### config.mk
export PLATFORM = sky130hd
export DESIGN_NAME = wb_stage_q
export DESIGN_NICKNAME = d
export VERILOG_FILES = /design/src/rtl/wb_stage_q.sv
export SDC_FILE = /design/constraint.sdc
export NUM_CORES = 1
export LEC_CHECK = 0
export ABC_CLOCK_PERIOD_IN_PS = 14000
export CORE_MARGIN = 2
export CORE_UTILIZATION = 52
export DETAILED_ROUTE_END_ITERATION = 10
export GPL_TIMING_DRIVEN = 0
export PLACE_DENSITY = 0.8
export SETUP_SLACK_MARGIN = 0.1
export SLEW_MARGIN = 20
export SYNTH_ARGS = -nofsm -noshare
export SYNTH_HDL_FRONTEND = slang
export SYNTH_SLANG_ARGS = --single-unit
### constraint.sdc
create_clock -name clk -period 14 [get_ports clk]
set_clock_uncertainty 0.05 [all_clocks]
set_input_delay 4.2 -clock clk [delete_from_list [all_inputs] [get_ports clk]]
set_output_delay 4.2 -clock clk [all_outputs]
set_load 0.005 [all_outputs]
### src/rtl/wb_stage_q.sv
// wb_stage_q: in-order writeback queue between the MEM stage and the
// regfile / HI-LO registers.
//   Holds up to DEPTH instructions so MEM can issue further data requests
//   before earlier responses return. data_data_ok always completes the head
//   entry. Load data is formatted for lb/lbu/lh/lhu/lw/lwl/lwr, and at most one
//   instruction retires per cycle.
// Ports:
//   clk, resetn        clock, synchronous active-low reset
//   mem_*              instruction fields presented by MEM (push when
//                      mem_valid && wb_allowin)
//   data_data_ok/rdata in-order data response for the head entry
//   wb_allowin         queue can accept an instruction this cycle
//   wb_valid, wb_pc    queue non-empty, head PC (0 when empty)
//   rf_wen/waddr/wdata regfile write port (wen gated by retire)
//   hi, lo             architectural HI/LO registers
//   pending            number of queued entries
//   resp_err           sticky: response arrived with no head awaiting data
module wb_stage_q #(
   parameter int DEPTH = 2,
   parameter int PTR_W = 1
) (
   input  logic             clk,
   input  logic             resetn,
   input  logic             mem_valid,
   input  logic [31:0]      mem_pc,
   input  logic [3:0]       mem_rf_wen,
   input  logic [4:0]       mem_rf_waddr,
   input  logic [2:0]       mem_load_op,
   input  logic [1:0]       mem_byte_off,
   input  logic [31:0]      mem_rt_data,
   input  logic [31:0]      mem_result,
   input  logic             mem_data_req,
   input  logic             mem_hi_we,
   input  logic             mem_lo_we,
   input  logic [31:0]      mem_hi_wdata,
   input  logic [31:0]      mem_lo_wdata,
   input  logic             data_data_ok,
   input  logic [31:0]      data_rdata,
   output logic             wb_allowin,
   output logic             wb_valid,
   output logic [31:0]      wb_pc,
   output logic [3:0]       rf_wen,
   output logic [4:0]       rf_waddr,
   output logic [31:0]      rf_wdata,
   output logic [31:0]      hi,
   output logic [31:0]      lo,
   output logic [PTR_W:0]   pending,
   output logic             resp_err
);

   typedef enum logic [2:0] {
      OP_NONE = 3'd0,
      OP_LW   = 3'd1,
      OP_LB   = 3'd2,
      OP_LBU  = 3'd3,
      OP_LH   = 3'd4,
      OP_LHU  = 3'd5,
      OP_LWL  = 3'd6,
      OP_LWR  = 3'd7
   } load_op_e;

   typedef struct packed {
      logic [31:0] pc;
      logic [3:0]  rf_wen;
      logic [4:0]  rf_waddr;
      load_op_e    load_op;
      logic [1:0]  byte_off;
      logic [31:0] rt_data;
      logic [31:0] result;
      logic        need_data;
      logic        hi_we;
      logic        lo_we;
      logic [31:0] hi_wdata;
      logic [31:0] lo_wdata;
   } entry_t;

   localparam logic [PTR_W:0] LP_DEPTH = (PTR_W + 1)'(DEPTH);

   entry_t           r_q [DEPTH];
   logic [PTR_W-1:0] r_head;
   logic [PTR_W-1:0] r_tail;
   logic [PTR_W:0]   r_count;
   logic [31:0]      r_hi;
   logic [31:0]      r_lo;
   logic             r_resp_err;

   entry_t           w_head;
   entry_t           w_new;
   logic             w_push;
   logic             w_retire;
   logic             w_stray;
   logic [7:0]       w_byte;
   logic [15:0]      w_half;
   logic [31:0]      w_fmt;

   assign w_head     = r_q[r_head];
   assign wb_valid   = (r_count != '0);
   assign w_retire   = wb_valid && (!w_head.need_data || data_data_ok);
   // A full queue still accepts when the head leaves in the same cycle.
   assign wb_allowin = (r_count < LP_DEPTH) || w_retire;
   assign w_push     = mem_valid && wb_allowin;
   assign w_stray    = data_data_ok && (!wb_valid || !w_head.need_data);

   assign w_new = '{
      pc:        mem_pc,
      rf_wen:    mem_rf_wen,
      rf_waddr:  mem_rf_waddr,
      load_op:   load_op_e'(mem_load_op),
      byte_off:  mem_byte_off,
      rt_data:   mem_rt_data,
      result:    mem_result,
      need_data: mem_data_req,
      hi_we:     mem_hi_we,
      lo_we:     mem_lo_we,
      hi_wdata:  mem_hi_wdata,
      lo_wdata:  mem_lo_wdata
   };

   // Entry contents need no reset: every consumer is gated by wb_valid.
   always_ff @(posedge clk) begin
      if (w_push) begin
         r_q[r_tail] <= w_new;
      end
   end

   always_ff @(posedge clk) begin
      if (!resetn) begin
         r_head     <= '0;
         r_tail     <= '0;
         r_count    <= '0;
         r_hi       <= '0;
         r_lo       <= '0;
         r_resp_err <= 1'b0;
      end else begin
         if (w_push) begin
            r_tail <= r_tail + 1'b1;
         end
         if (w_retire) begin
            r_head <= r_head + 1'b1;
            if (w_head.hi_we) begin
               r_hi <= w_head.hi_wdata;
            end
            if (w_head.lo_we) begin
               r_lo <= w_head.lo_wdata;
            end
         end
         if (w_push && !w_retire) begin
            r_count <= r_count + 1'b1;
         end else if (!w_push && w_retire) begin
            r_count <= r_count - 1'b1;
         end
         if (w_stray) begin
            r_resp_err <= 1'b1;
         end
      end
   end

   always_comb begin
      w_byte = data_rdata[7:0];
      case (w_head.byte_off)
         2'd0: w_byte = data_rdata[7:0];
         2'd1: w_byte = data_rdata[15:8];
         2'd2: w_byte = data_rdata[23:16];
         2'd3: w_byte = data_rdata[31:24];
         default: w_byte = data_rdata[7:0];
      endcase
      w_half = w_head.byte_off[1] ? data_rdata[31:16] : data_rdata[15:0];

      w_fmt = w_head.result;
      case (w_head.load_op)
         OP_NONE: w_fmt = w_head.result;
         OP_LW:   w_fmt = data_rdata;
         OP_LB:   w_fmt = {{24{w_byte[7]}}, w_byte};
         OP_LBU:  w_fmt = {24'd0, w_byte};
         OP_LH:   w_fmt = {{16{w_half[15]}}, w_half};
         OP_LHU:  w_fmt = {16'd0, w_half};
         OP_LWL: begin
            case (w_head.byte_off)
               2'd0: w_fmt = {data_rdata[7:0],  w_head.rt_data[23:0]};
               2'd1: w_fmt = {data_rdata[15:0], w_head.rt_data[15:0]};
               2'd2: w_fmt = {data_rdata[23:0], w_head.rt_data[7:0]};
               default: w_fmt = data_rdata;
            endcase
         end
         OP_LWR: begin
            case (w_head.byte_off)
               2'd0: w_fmt = data_rdata;
               2'd1: w_fmt = {w_head.rt_data[31:24], data_rdata[31:8]};
               2'd2: w_fmt = {w_head.rt_data[31:16], data_rdata[31:16]};
               default: w_fmt = {w_head.rt_data[31:8], data_rdata[31:24]};
            endcase
         end
         default: w_fmt = w_head.result;
      endcase
   end

   assign rf_wen   = w_retire ? w_head.rf_wen : '0;
   assign rf_waddr = wb_valid ? w_head.rf_waddr : '0;
   assign wb_pc    = wb_valid ? w_head.pc : '0;
   assign rf_wdata = wb_valid ? w_fmt : '0;
   assign hi       = r_hi;
   assign lo       = r_lo;
   assign pending  = r_count;
   assign resp_err = r_resp_err;

endmodule

==> summary.md <==
| Metric | Value |
|---|---|
| Status | `complete, no violations` |
| Tmin final | `roughly 11 ns` |
| Hold-fix buffers, CTS | `0` |
| Highest metal used | `met5` |
| Sequential standard cell area | `12000 um2` |
| Final hold vios | `0` |
| CTS tree | `done` |
| Critical-path cell list | `clkdlybuf4s50_1 > mux4_2 > a21o_1 > nand2_1 > a31oi_1 > clkdlybuf4s50_1` |
| Fraction of layout instances using a drive strength above 1 | `between 10 and 15%` |
| End of the worst hold path | `resp_err` |
| Area of the multi-input gates | `around 5000 um2` |
| Via count | `approximately 12000` |
| DR WL met2 | `23500 um` |
| H-tree levels | `2` |
| Syn_nets | `1356` |
| Worst-Margin Slew | `around 0.77 ns` |
| Synth Register Bits | `approximately 420` |
| Reg clk slew, reported paths | `0.06 ns` |
| Most common cell after layout, fill and taps aside | `edfxtp_1` |
| GRT overflow | `0` |
| R2r setup slk | `11.13 ns` |
| Sequential Power Share | `between 30% and 40%` |
| Slew Viols, Final | `0` |
| Setup TNS | `0 ns` |
| CP bufs+invs | `2` |
| Fmax | `90.6 MHz` |
| Commonest non-fill, non-tap cells in the layout | `edfxtp_1, clkdlybuf4s50_1, mux2i_1` |
| Post-Place Setup Slack | `~3 ns` |
| Worst hold start | `resp_err` |
| Crit end category | `output port` |
| Setup bufs post-CTS | `0` |
| Initial drt markers | `between 1000 and 1500` |
| Arrival @ worst endpoint | `just under 7 ns` |
| Seq/Total Area, Yosys | `between 60% and 70%` |
| Clock Latency Late Sink | `about 0.55 ns` |
| Num ports | `~360` |
| Die Span X | `~190 um` |
| Cell Area, Synth | `about 17000 um2` |
| Crit path setup slack, layout | `2.96 ns` |
| Clock Power Share | `roughly 28%` |
| Total CTS buffers | `43` |
| Largest net degree at the start of global routing | `between 50 and 60` |
| Most used cell, CP | `clkdlybuf4s50_1` |
| Max VDD drop | `between 0.1 and 0.15 mV` |
| P&R area growth vs syn | `34.0%` |
| RSZ-0062 raised after global routing | `no` |
| # rows | `between 60 and 70` |
| Total power | `0.00416 W` |
| Initial Util | `roughly 52%` |
| # fillers | `2272` |
| Net switching power figure | `roughly 0.0013 W` |
| Pre-Repair DR Iteration Count | `6` |
| Vias in the first global route | `about 12000` |
| WL met1 | `around 19000 um` |
| Rel. slew slack | `between 40% and 50%` |
| CP required | `between 9 and 10 ns` |
| Port Buffers | `approximately 350` |
| Logic pwr share | `about a third` |
| Placer Congestion | `just over 0.9` |
| Detailed Route WL | `between 40000 and 50000 um` |
| Setup Viol. Count Final | `0` |
| Die Y | `between 150 and 200 um` |
| Gr usage total | `roughly 27%` |
| Number of antenna violations at the first check in global routing | `13` |
| Fin crit share | `78.9%` |
| Critical path class | `in -> out` |
| Die area | `approximately 35000 um2` |
| PwrDens | `between 150 and 200 nW/um2` |
| DRC viols | `0` |
| First-pass GRT wire length | `between 70000 and 80000 um` |
| Max stage delay cell, worst path | `clkdlybuf4s50_1` |
| Crit path launch | `data_rdata[31]` |
| CTS resizes | `0` |
| Num Clock Sinks | `roughly 420` |
| Ys flop type | `edfxtp_1` |
| Placeable Area | `between 30000 and 40000 um2` |
| Type of origin of the critical path | `input port` |
| Via density | `~5.7` |
| Layout Nets | `about 1800` |
| Hold crit path type | `reg -> reg` |
| Max incr delay on CP | `a little under 0.7 ns` |
| Yosys warnings | `0` |
| Post-synth EDFFs | `~350` |
| Switch share | `a little under a third` |
| Pint | `approximately 0.0029 W` |
| Cell family with most CP delay | `buffers and inverters` |
| Clk root buf | `clkbuf_16` |
| Post-DP HPWL | `34100 um` |
| Asr flop ratio synth | `0%` |
| WHS Path Cells | `1` |
| Leak | `slightly below 9 nW` |
| Avg Inst Size Synth | `15.3 um2` |
| Final ANT Viol Nets | `0` |
| Crit path max fanout | `8` |
| Cells after Synth | `between 1000 and 1500` |
| Synth cell types | `60` |
| Met3 routed WL | `a little over 4000 um` |
| Reg2Reg Depth | `9` |
| Post-detailed-route wirelength per cell | `23.5 um` |
| Max_cap viols | `0` |
| R2r endpoint | `r_q[0][81]` |
| Clk buf depth | `3` |
## flip-flops by register name, summed over array words and instances (netlist names), named ones only
name,flops
hi,32
r_tail,1
resp_err,1
r_q,354
lo,32
pending,2
r_head,1
## power by group through the flow
stage          combinational, W  clock, W  sequential [W]
6_report                0.00141   0.00118         0.00157
5_1_grt                 0.00149   0.00126         0.00158
4_1_cts                 0.00141   0.00120         0.00157
3_5_place_dp            0.00139         0         0.00160
3_3_place_gp            0.00135         0         0.00163
2_1_floorplan          0.000704         0         0.00161
## cell families after synthesis
kind of cell / after synthesis / share of synthesized area (%)
muxes: 219 / 13.5
AOI/OAI and AO/OA: 226 / 10.5
and+or+nand+nor: 184 / 4.42
adders and majority gates: 1 / 0.0718
xor gates and xnor gates: 3 / 0.151
buffers and inverters: 85 / 2.35
DFF: 424 / 69.0
## per-layer routing
metal / up-vias / track usage (%)
li1: 5322 / -
met1: 5757 / 33.8
met2: 556 / 44.8
met3: 99 / 6.53
met4: 4 / 11.1
met5: - / 0
## metrics by stage
| step | utilization (%) | hold WS (ns) | instance area [um2] | std cells |
|---|---|---|---|---|
| CTS | 70.1 | 0.428 | 23300 | 2036 |
| finish | 70.2 | 0.423 | 23400 | 2047 |
| detailed placement | 65.6 | 0.412 | 21800 | 1956 |
| floorplan | - | 0.414 | 17400 | 1142 |
| global placement | 64.7 | 0.408 | 21500 | 1943 |
| global route | 70.2 | 0.465 | 23300 | 2044 |
## worst max path at each step
stage	to	slack (ns)	cells after the start
after floorplan	r_q[0][0]	1.40	4
after global placement	r_tail	-3.61	6
after detailed placement	rf_wdata[11]	3.01	6
after CTS	rf_wdata[11]	3.01	6
after global routing	rf_wdata[20]	2.97	7
final	rf_wdata[11]	2.96	6
## Yosys cell counts (5+ instances only)
master | n | area [um2]
a221oi_1 | 15 | 131
buf_2 | 36 | 180
o21ai_0 | 36 | 180
a21o_1 | 8 | 60.1
o211a_1 | 64 | 641
mux4_2 | 6 | 135
o21a_1 | 11 | 82.6
mux2i_1 | 165 | 1650
nand2_1 | 103 | 387
a31oi_1 | 26 | 163
and2_1 | 5 | 31.3
a21oi_1 | 6 | 30.0
o211ai_1 | 20 | 150
buf_4 | 6 | 45.0
inv_1 | 7 | 26.3
dfxtp_1 | 70 | 1400
edfxtp_1 | 354 | 10600
nor2_1 | 56 | 210
clkbuf_1 | 32 | 120
a222oi_1 | 16 | 160
mux2_2 | 45 | 507
## layout make-up
| class | count | share of cell area, % |
|---|---|---|
| inverters | 7 | 0.112 |
| plain buffers | 78 | 1.64 |
| well taps | 448 | 2.40 |
| flip-flops and latches | 424 | 51.5 |
| multi-input cells | 633 | 21.5 |
| clock buffers | 61 | 5.21 |
| diodes | 11 | 0.118 |
| clock inverters | 19 | 1.17 |
| repair buffers | 366 | 16.4 |
No activity file was read; power rests on OpenSTA's default activity.
